--- config.mk ---
export PLATFORM = sky130hd
export DESIGN_NAME = dense1_scale_sequencer
export DESIGN_NICKNAME = d
export VERILOG_FILES = /design/src/rtl/dense1_scale_sequencer.sv
export SDC_FILE = /design/constraint.sdc
export NUM_CORES = 1
export LEC_CHECK = 0
export ABC_AREA = 1
export CAP_MARGIN = 15
export CORE_ASPECT_RATIO = 0.6
export CORE_MARGIN = 5
export CORE_UTILIZATION = 56
export DETAILED_ROUTE_END_ITERATION = 7
export PLACE_DENSITY = 0.85
export SYNTH_ARGS = -nofsm -noshare
export SYNTH_HDL_FRONTEND = slang
export SYNTH_SLANG_ARGS = --single-unit
--- constraint.sdc ---
create_clock -name clk -period 5.78 [get_ports clk]
set_input_delay 1.734 -clock clk [delete_from_list [all_inputs] [get_ports clk]]
set_output_delay 1.734 -clock clk [all_outputs]
set_load 0.05 [all_outputs]
--- src/rtl/dense1_scale_sequencer.sv ---
`default_nettype none
// ============================================================================
// Module   : dense1_scale_sequencer
// Brief    : Per-channel requantization sequencer for a dense layer pass.
//            Each accumulator is multiplied by a ROM scale, then rounded,
//            shifted and ReLU6-clamped to an 8-bit activation.
// Revision : 1.0  initial release
// ============================================================================
module dense1_scale_sequencer #(
    parameter int NUM_CH = 128,
    parameter int ACC_W  = 24,
    parameter int SHIFT  = 8,
    parameter int Q6     = 96
) (
    input  logic             clk,
    input  logic             rst,
    input  logic             start,
    output logic             busy,
    output logic             done,
    input  logic             acc_valid,
    output logic             acc_ready,
    input  logic [ACC_W-1:0] acc_data,
    output logic [7:0]       rom_addr,
    input  logic [7:0]       rom_data,
    output logic             out_valid,
    input  logic             out_ready,
    output logic [7:0]       out_data,
    output logic [6:0]       out_ch,
    output logic             out_last
);

    localparam int CW = $clog2(NUM_CH + 1);
    localparam int PW = ACC_W + 9;

    localparam logic [CW-1:0]        c_num_ch  = CW'(NUM_CH);
    localparam logic [6:0]           c_last_ch = 7'(NUM_CH - 1);
    localparam logic signed [PW-1:0] c_half    = PW'(1) << (SHIFT - 1);
    localparam logic signed [PW-1:0] c_q6      = PW'(Q6);
    localparam logic [7:0]           c_q6_8    = 8'(Q6);

    typedef enum logic [1:0] {
        S_IDLE = 2'd0,
        S_RUN  = 2'd1,
        S_DONE = 2'd2
    } state_t;

    state_t r_state;
    state_t w_state_nxt;

    logic [CW-1:0]    r_ch_cnt;
    logic             r_s1_valid;
    logic [ACC_W-1:0] r_s1_acc;
    logic [7:0]       r_s1_scale;
    logic [6:0]       r_s1_ch;

    logic w_adv;
    logic w_cnt_open;
    logic w_acc_fire;
    logic w_out_fire;

    logic signed [PW-1:0] w_acc_ext;
    logic signed [PW-1:0] w_scale_ext;
    logic signed [PW-1:0] w_prod;
    logic signed [PW-1:0] w_sum;
    logic signed [PW-1:0] w_r;
    logic [7:0]           w_q;

    // The whole two-stage pipeline moves only when the output slot can free up.
    assign w_adv      = !out_valid || out_ready;
    assign w_cnt_open = (r_ch_cnt < c_num_ch);
    assign acc_ready  = (r_state == S_RUN) && w_adv && w_cnt_open;
    assign w_acc_fire = acc_valid && acc_ready;
    assign w_out_fire = out_valid && out_ready;
    assign rom_addr   = w_cnt_open ? 8'(r_ch_cnt) : 8'd0;

    always_ff @(posedge clk) begin
        if (rst) begin
            r_state <= S_IDLE;
        end else begin
            r_state <= w_state_nxt;
        end
    end

    always_comb begin
        w_state_nxt = r_state;
        busy        = 1'b1;
        done        = 1'b0;
        case (r_state)
            S_IDLE: begin
                busy = 1'b0;
                if (start) begin
                    w_state_nxt = S_RUN;
                end
            end
            S_RUN: begin
                if (w_out_fire && out_last) begin
                    w_state_nxt = S_DONE;
                end
            end
            S_DONE: begin
                done        = 1'b1;
                w_state_nxt = S_IDLE;
            end
            default: begin
                w_state_nxt = S_IDLE;
            end
        endcase
    end

    always_ff @(posedge clk) begin
        if (rst) begin
            r_ch_cnt <= '0;
        end else if ((r_state == S_IDLE) && start) begin
            r_ch_cnt <= '0;
        end else if (w_acc_fire) begin
            r_ch_cnt <= r_ch_cnt + 1'b1;
        end
    end

    // Stage 1: accumulator and its scale are captured together with the tag.
    always_ff @(posedge clk) begin
        if (rst) begin
            r_s1_valid <= 1'b0;
            r_s1_acc   <= '0;
            r_s1_scale <= '0;
            r_s1_ch    <= '0;
        end else if (w_adv) begin
            r_s1_valid <= w_acc_fire;
            if (w_acc_fire) begin
                r_s1_acc   <= acc_data;
                r_s1_scale <= rom_data;
                r_s1_ch    <= 7'(r_ch_cnt);
            end
        end
    end

    assign w_acc_ext   = {{9{r_s1_acc[ACC_W-1]}}, r_s1_acc};
    assign w_scale_ext = {{(PW-8){1'b0}}, r_s1_scale};
    assign w_prod      = w_acc_ext * w_scale_ext;
    assign w_sum       = w_prod + c_half;
    assign w_r         = w_sum >>> SHIFT;

    always_comb begin
        w_q = w_r[7:0];
        if (w_r[PW-1] || (w_r == '0)) begin
            w_q = 8'd0;
        end else if (w_r >= c_q6) begin
            w_q = c_q6_8;
        end
    end

    // Stage 2: output register, held while the consumer stalls.
    always_ff @(posedge clk) begin
        if (rst) begin
            out_valid <= 1'b0;
            out_data  <= '0;
            out_ch    <= '0;
            out_last  <= 1'b0;
        end else if (w_adv) begin
            out_valid <= r_s1_valid;
            if (r_s1_valid) begin
                out_data <= w_q;
                out_ch   <= r_s1_ch;
                out_last <= (r_s1_ch == c_last_ch);
            end
        end
    end

endmodule
`default_nettype wire

Word level (Yosys, flattened, before mapping)
Cells that the tools add are included.
- flip-flop bits (word level): 67
- output and inout port bits: 28
- word-level logic and storage cells: 43
- add/sub/neg operators: 2
- multiply operators: 1
- order comparisons: 2
- equal/unequal tests: 5
- muxes and demuxes: 8
- reduce and logical (&&, ||, !) cells: 15
- operator list (kind ; count):
    33-bit by 9-bit adder with 33-bit output, second input constant ; 1
    33-bit zero test ; 1
    24-bit by 9-bit multiplier with 33-bit output ; 1
    25-bit by 8-bit greater-or-equal comparator with 1-bit output, second input constant ; 1
    8-bit two-way mux ; 3
    8-bit by 1-bit adder with 8-bit output, second input constant ; 1
    8-bit < comparator, second input constant ; 1
    7-bit == test, second input constant ; 1
    1-bit logical AND ; 6
    2-bit AND reduction ; 3
    2-bit two-way mux ; 2
    2-bit case mux with 2 select lines ; 1
    2-bit by 1-bit == test with 1-bit output, second input constant ; 1
    2-bit == test, second input constant ; 1
    2-bit zero test ; 1
    1-bit logical OR ; 2
    1-bit two-way mux ; 2
    2-bit by 1-bit != test with 1-bit output, second input constant ; 1
    2-bit != test, second input constant ; 1
    2-bit OR reduction ; 1
    1-bit zero test ; 1

Logic depth before layout (Yosys ltp)
- word-level depth: 6
- mapped depth: 33

Worst setup path before layout
No wires, ideal clock.
- path kind: reg-to-reg
- start point: register r_s1_scale[2]
- end point: register out_data[5]
- arrival time: 5279 ps
- setup slack: 369 ps
- cell stages (with the launch flop): 31
- period minus slack after synthesis: 5411 ps
- cells stage by stage: dfxtp_1 clkbuf_1 clkbuf_1 nand2_1 fa_1 inv_1 fa_1 inv_1 fa_1 inv_1 fa_1 inv_1 fa_1 inv_1 ha_1 nand2_1 nand2_1 a21oi_1 nand2_1 nand2_1 nand2_1 nand2_1 nand2_1 nand3_1 nand2_1 nor2_1 nand3_1 o21ai_4 nand2_1 nand2_1 a21oi_1
- cells in the longest elaborated chain, start to end: 5
- elaborated cells on any way between the ends: 7
- classes of those cells: 1 x add/sub; 1 x mul; 1 x order compare; 2 x mux; 2 x reduce/logical
- ends and longest elaborated chain (item ; RTL line ; source):
    start, declared ; 53 ; logic [7:0] r_s1_scale;
    start signal, assigned ; 131 ; r_s1_scale <= rom_data;
    24-bit by 9-bit multiplier with 33-bit output * ; 139 ; assign w_prod = w_acc_ext * w_scale_ext;
    33-bit by 9-bit adder with 33-bit output * ; 140 ; assign w_sum = w_prod + c_half;
    25-bit by 8-bit greater-or-equal comparator with 1-bit output / 33-bit zero test (equally long branches) ; 147, 145 ;
    8-bit two-way mux / 1-bit logical OR (equally long branches) ; 147, 145 ;
    8-bit two-way mux * ; 145 ; if (w_r[PW-1] || (w_r == '0)) begin
    end signal, assigned ; 162 ; out_data <= w_q;
    end, declared ; 27 ; output logic [7:0] out_data,
Mark *: on every way between the ends. The rest lies on a longest branch, timed or not.
A chain may end at the register's enable or synchronous reset.

Worst setup path after layout
- start point: register r_s1_scale[3]
- end point: register out_data[5]
Same word-level chain as after synthesis.

==> results.md <==
Placement:
- The final weighted congestion in routability-driven placement is 0.930.
- Summing all placed instances gives a cell area of 0.0113 mm2.
- The number of input and output port buffers inserted is 63.
- The placed wire-length estimate is 22700 um.

Yosys:
- The count of yosys warnings during synthesis is 0.
- Averaged over all synthesized cells, the footprint is 6.91 um2.
- The synthesized design contains 67 register bits.
- In the synthesized netlist the async set-or-reset flop fraction comes to 0.
- The fraction of the yosys area taken by sequential cells is 0.131.
- After technology mapping, the gate count stands at 1482.
- For this run, the leading register cell type out of synthesis is sky130_fd_sc_hd__dfxtp_1.
- The combined area of all synthesized cells is 0.0102 mm2.
- Synthesis produced a netlist with a net count of 1756.
- The number of enable-type register cells in the synthesized netlist is 0.
- The count of unique library cells instantiated by Yosys is 31.

Run status:
- The run finished with clean final reports.

GRT:
- The total routing resource utilization after global routing is 0.268.
- After global routing the overflow that remains totals 0.
- Entering global routing, the biggest net connects 44 pins.
- The initial antenna violation count is 0.
- The number of global-route vias before repair is 9074.
- The global-route wire length before repair is 45200 um.

Timing:
- Setup violations remaining at the end of the flow were counted as 0.
- Setup repair after global routing left no endpoint under its margin.
- Summed over all failing endpoints, the final setup total negative slack is 0 ns.
- The max-slew violation count is 0.
- Measured against its own limit, the worst slew margin works out to 0.269.
- The final critical-path required period is 5.53 ns.
- The setup skew after layout is 0.00997 ns.
- The worst hold-check slack is 0.452 ns.
- In the finished design, the share of the clock period the worst path needs comes to 0.956.
- The final number of hold-violating endpoints is 0.
- The upper clock frequency limit is 181 MHz.
- For the pin with the worst max-slew slack, the measured transition is 1.09 ns.

Clock network:
- In this run, post-CTS hold repair placed 0 buffers.
- The maximum level of the CTS H-tree is 3.
- The number of buffers between clock root and the deepest sink is 2.
- The clock tree from TritonCTS is done.
- CTS placed an instance of sky130_fd_sc_hd__clkbuf_16 at the clock tree root.
- TritonCTS created 9 clock buffers.
- The insertion delay to the later sink of the worst-skew pair is 0.34 ns.
- After clock tree synthesis, the clock-pin slew on the worst setup and hold paths is 0.06 ns.
- The clock net in this run drives a total of 67 sinks.

Routing:
- The wire length per cell after detailed routing is 15.7 um.
- In this run, the number of DRC markers left after iteration 0 of detailed routing was 1046.
- The pre-antenna-repair detailed-routing pass consisted of 5 iterations.
- The detailed-route vias per instance is 5.25.
- The number of antenna-violating nets in the routed design is 0.
- For this block, the routed nets add up to 28100 um of wire.
- The via count is 9375.
- For this run, design rule violations remaining after detail routing come to 0.

Power:
- The total power draw is 1.59 mW.
- The peak supply drop is 171 uV.
- The power density of the placed cells is 135 mW/mm2.
- The analysis attributes to cell leakage a power of 7.11 nW.

Die:
- The area of the placeable core is 0.0180 mm2.
- The die outline area is 0.0212 mm2.
- During I/O placement, the number of pins put on the boundary was 65.
- From bottom edge to top edge, the die measures 115 um.
- The cell row count is 38.
- For this configuration, the core starts out at a cell density of 0.568.
- The overall die width is 185 um.

Critical path:
- The slowest library cell on the worst path is sky130_fd_sc_hd__fa_1.
- The number of cells traversed by the worst register-to-register path is 26.
- The worst setup path is launched from a flip-flop.
- The endpoint of the worst register-to-register path is out_data[5].
- Data arrives at the worst endpoint at 5.72 ns.
- The category of the critical setup timing path is flip-flop to flip-flop.
- The beginning of the worst register-to-register path is r_s1_scale[3].
- The worst setup path is captured at a flip-flop.
- The largest single stage delay on the critical path is 0.56 ns.
- Setup slack on the worst reg-to-reg path comes out at 0.25 ns.
- At the worst endpoint, the required time is 5.98 ns.
- Among the stages of the critical path, the cell type that occurs most often is sky130_fd_sc_hd__nand2_1.
- The highest fanout seen on the critical path is 19.

Layout:
- In the final design database the tool counted 1815 nets.
- From synthesis to final layout, the design area changed by 15.4%.
- Leaving out fill and tap cells, the most frequent cell in the layout is sky130_fd_sc_hd__nand2_1.
- The fraction of the core area covered by cells at the end of the flow is 0.656.
- The final cell area excluding filler cells is 0.0118 mm2.
- 0 antenna diodes ended up in the layout.
- The fraction of layout cells with a size suffix above 1 is 0.0777.
- The library cells used most frequently in the layout, excluding fill and tap cells, are sky130_fd_sc_hd__nand2_1, sky130_fd_sc_hd__inv_1, sky130_fd_sc_hd__fa_1.

Worst hold path:
- The start point of the worst hold path is out_data[7].
- Along the worst hold path, the cell count comes to 2.
- The tightest min-delay check is of the flip-flop to flip-flop type.
- The worst hold path terminates at out_data[7].

Job:
- The max-cap violation count is 0.
stage by stage:
step / std cells / worst slack, ns
after detailed placement: 1767 / 0.167
after global placement: 1767 / 0.121
after CTS: 1782 / 0.0994
after global routing: 1785 / 0.000128
after floorplan: 1482 / 0.369
final: 1785 / 0.254
registers in the layout (all words and copies together), names as in the netlist, 2 cells and up:
register and cells:
r_s1_scale 8, r_ch_cnt 8, r_state 2, out_data 8
out_ch 7, r_s1_ch 7, r_s1_acc 24
cell usage after synthesis, types with 2 or more instances:
master	number	area share
sky130_fd_sc_hd__a21oi_1	43	0.021
sky130_fd_sc_hd__buf_1	2	0.00073
sky130_fd_sc_hd__buf_2	2	0.00098
sky130_fd_sc_hd__clkbuf_1	59	0.022
sky130_fd_sc_hd__dfxtp_1	67	0.13
sky130_fd_sc_hd__fa_1	150	0.29
sky130_fd_sc_hd__ha_1	87	0.11
sky130_fd_sc_hd__inv_1	359	0.13
sky130_fd_sc_hd__nand2_1	410	0.15
sky130_fd_sc_hd__nand2_2	8	0.0049
sky130_fd_sc_hd__nand3_1	41	0.020
sky130_fd_sc_hd__nand3_2	2	0.0020
sky130_fd_sc_hd__nand3b_1	7	0.0051
sky130_fd_sc_hd__nand4_1	9	0.0055
sky130_fd_sc_hd__nor2_1	142	0.052
sky130_fd_sc_hd__nor3_1	11	0.0054
sky130_fd_sc_hd__nor3b_1	2	0.0015
sky130_fd_sc_hd__nor4_1	3	0.0018
sky130_fd_sc_hd__o21ai_0	56	0.027
sky130_fd_sc_hd__xnor2_1	10	0.0086
sky130_fd_sc_hd__xor2_1	2	0.0017
power breakdown:
group / total [mW] / internal (mW) / leakage, nW / switching [mW]
Sequential: 0.523 / 0.485 / 0.550 / 0.0376
Clock: 0.591 / 0.375 / 0.152 / 0.216
Combinational: 0.481 / 0.190 / 6.40 / 0.291
Total: 1.59 / 1.05 / 7.11 / 0.545
worst max-delay path by stage:
stage,startpoint,end,cells past startpoint
floorplan,r_s1_scale[2],out_data[5],30
global placement,r_s1_scale[3],out_data[6],26
detailed placement,r_s1_scale[3],out_data[5],26
CTS,r_s1_scale[3],out_data[5],26
global route,r_s1_scale[3],out_data[5],26
finish,r_s1_scale[3],out_data[5],26
final cells by class:
type | count | area [um2]
Sequential cell | 67 | 1360
Clock inverter | 5 | 78.8
Tap cell | 240 | 300
Clock buffer | 10 | 229
Timing Repair Buffer | 112 | 1090
Fill cell | 1453 | 6200
Multi-Input combinational cell | 991 | 7420
Inverter | 360 | 1350
routing by layer:
layer  wire length, um  GRT usage  vias to the layer above  part of all wire
met3              2620     0.0664                       47             0.093
met1             12600      0.393                     4467              0.45
li1                  -          -                     4456                 -
met5                 0          0                        -                 0
met4               468     0.0497                        0             0.017
met2             12500      0.411                      405              0.44
repair_timing:
item | CTS | global route
setup endpoints to repair | 0 | 7
setup buffers | 0 | 2
gates resized for setup | 0 | 49
worst max-delay path: cells and delay by family, from the launching register on:
family | cells | cell delay [ns]
and+or+nand+nor | 13 | 1.34
buffers and inverters | 5 | 0.52
adders and majority gates | 6 | 2.79
AOI/OAI and AO/OA | 2 | 0.33
DFF | 1 | 0.37
kinds of logic (layout without fill, tap and decap cells):
kind of cell / Yosys count / after routing / share of synthesized area
adders and majority gates: 237 / 237 / 0.399
DFF: 67 / 67 / 0.131
other: 1 / 1 / 0.000366
xor gates and xnor gates: 12 / 12 / 0.0103
and+or+nand+nor: 637 / 637 / 0.250
AOI/OAI and AO/OA: 104 / 104 / 0.0528
buffers and inverters: 424 / 487 / 0.156
Note: power is estimated with default switching activity, not from simulation.
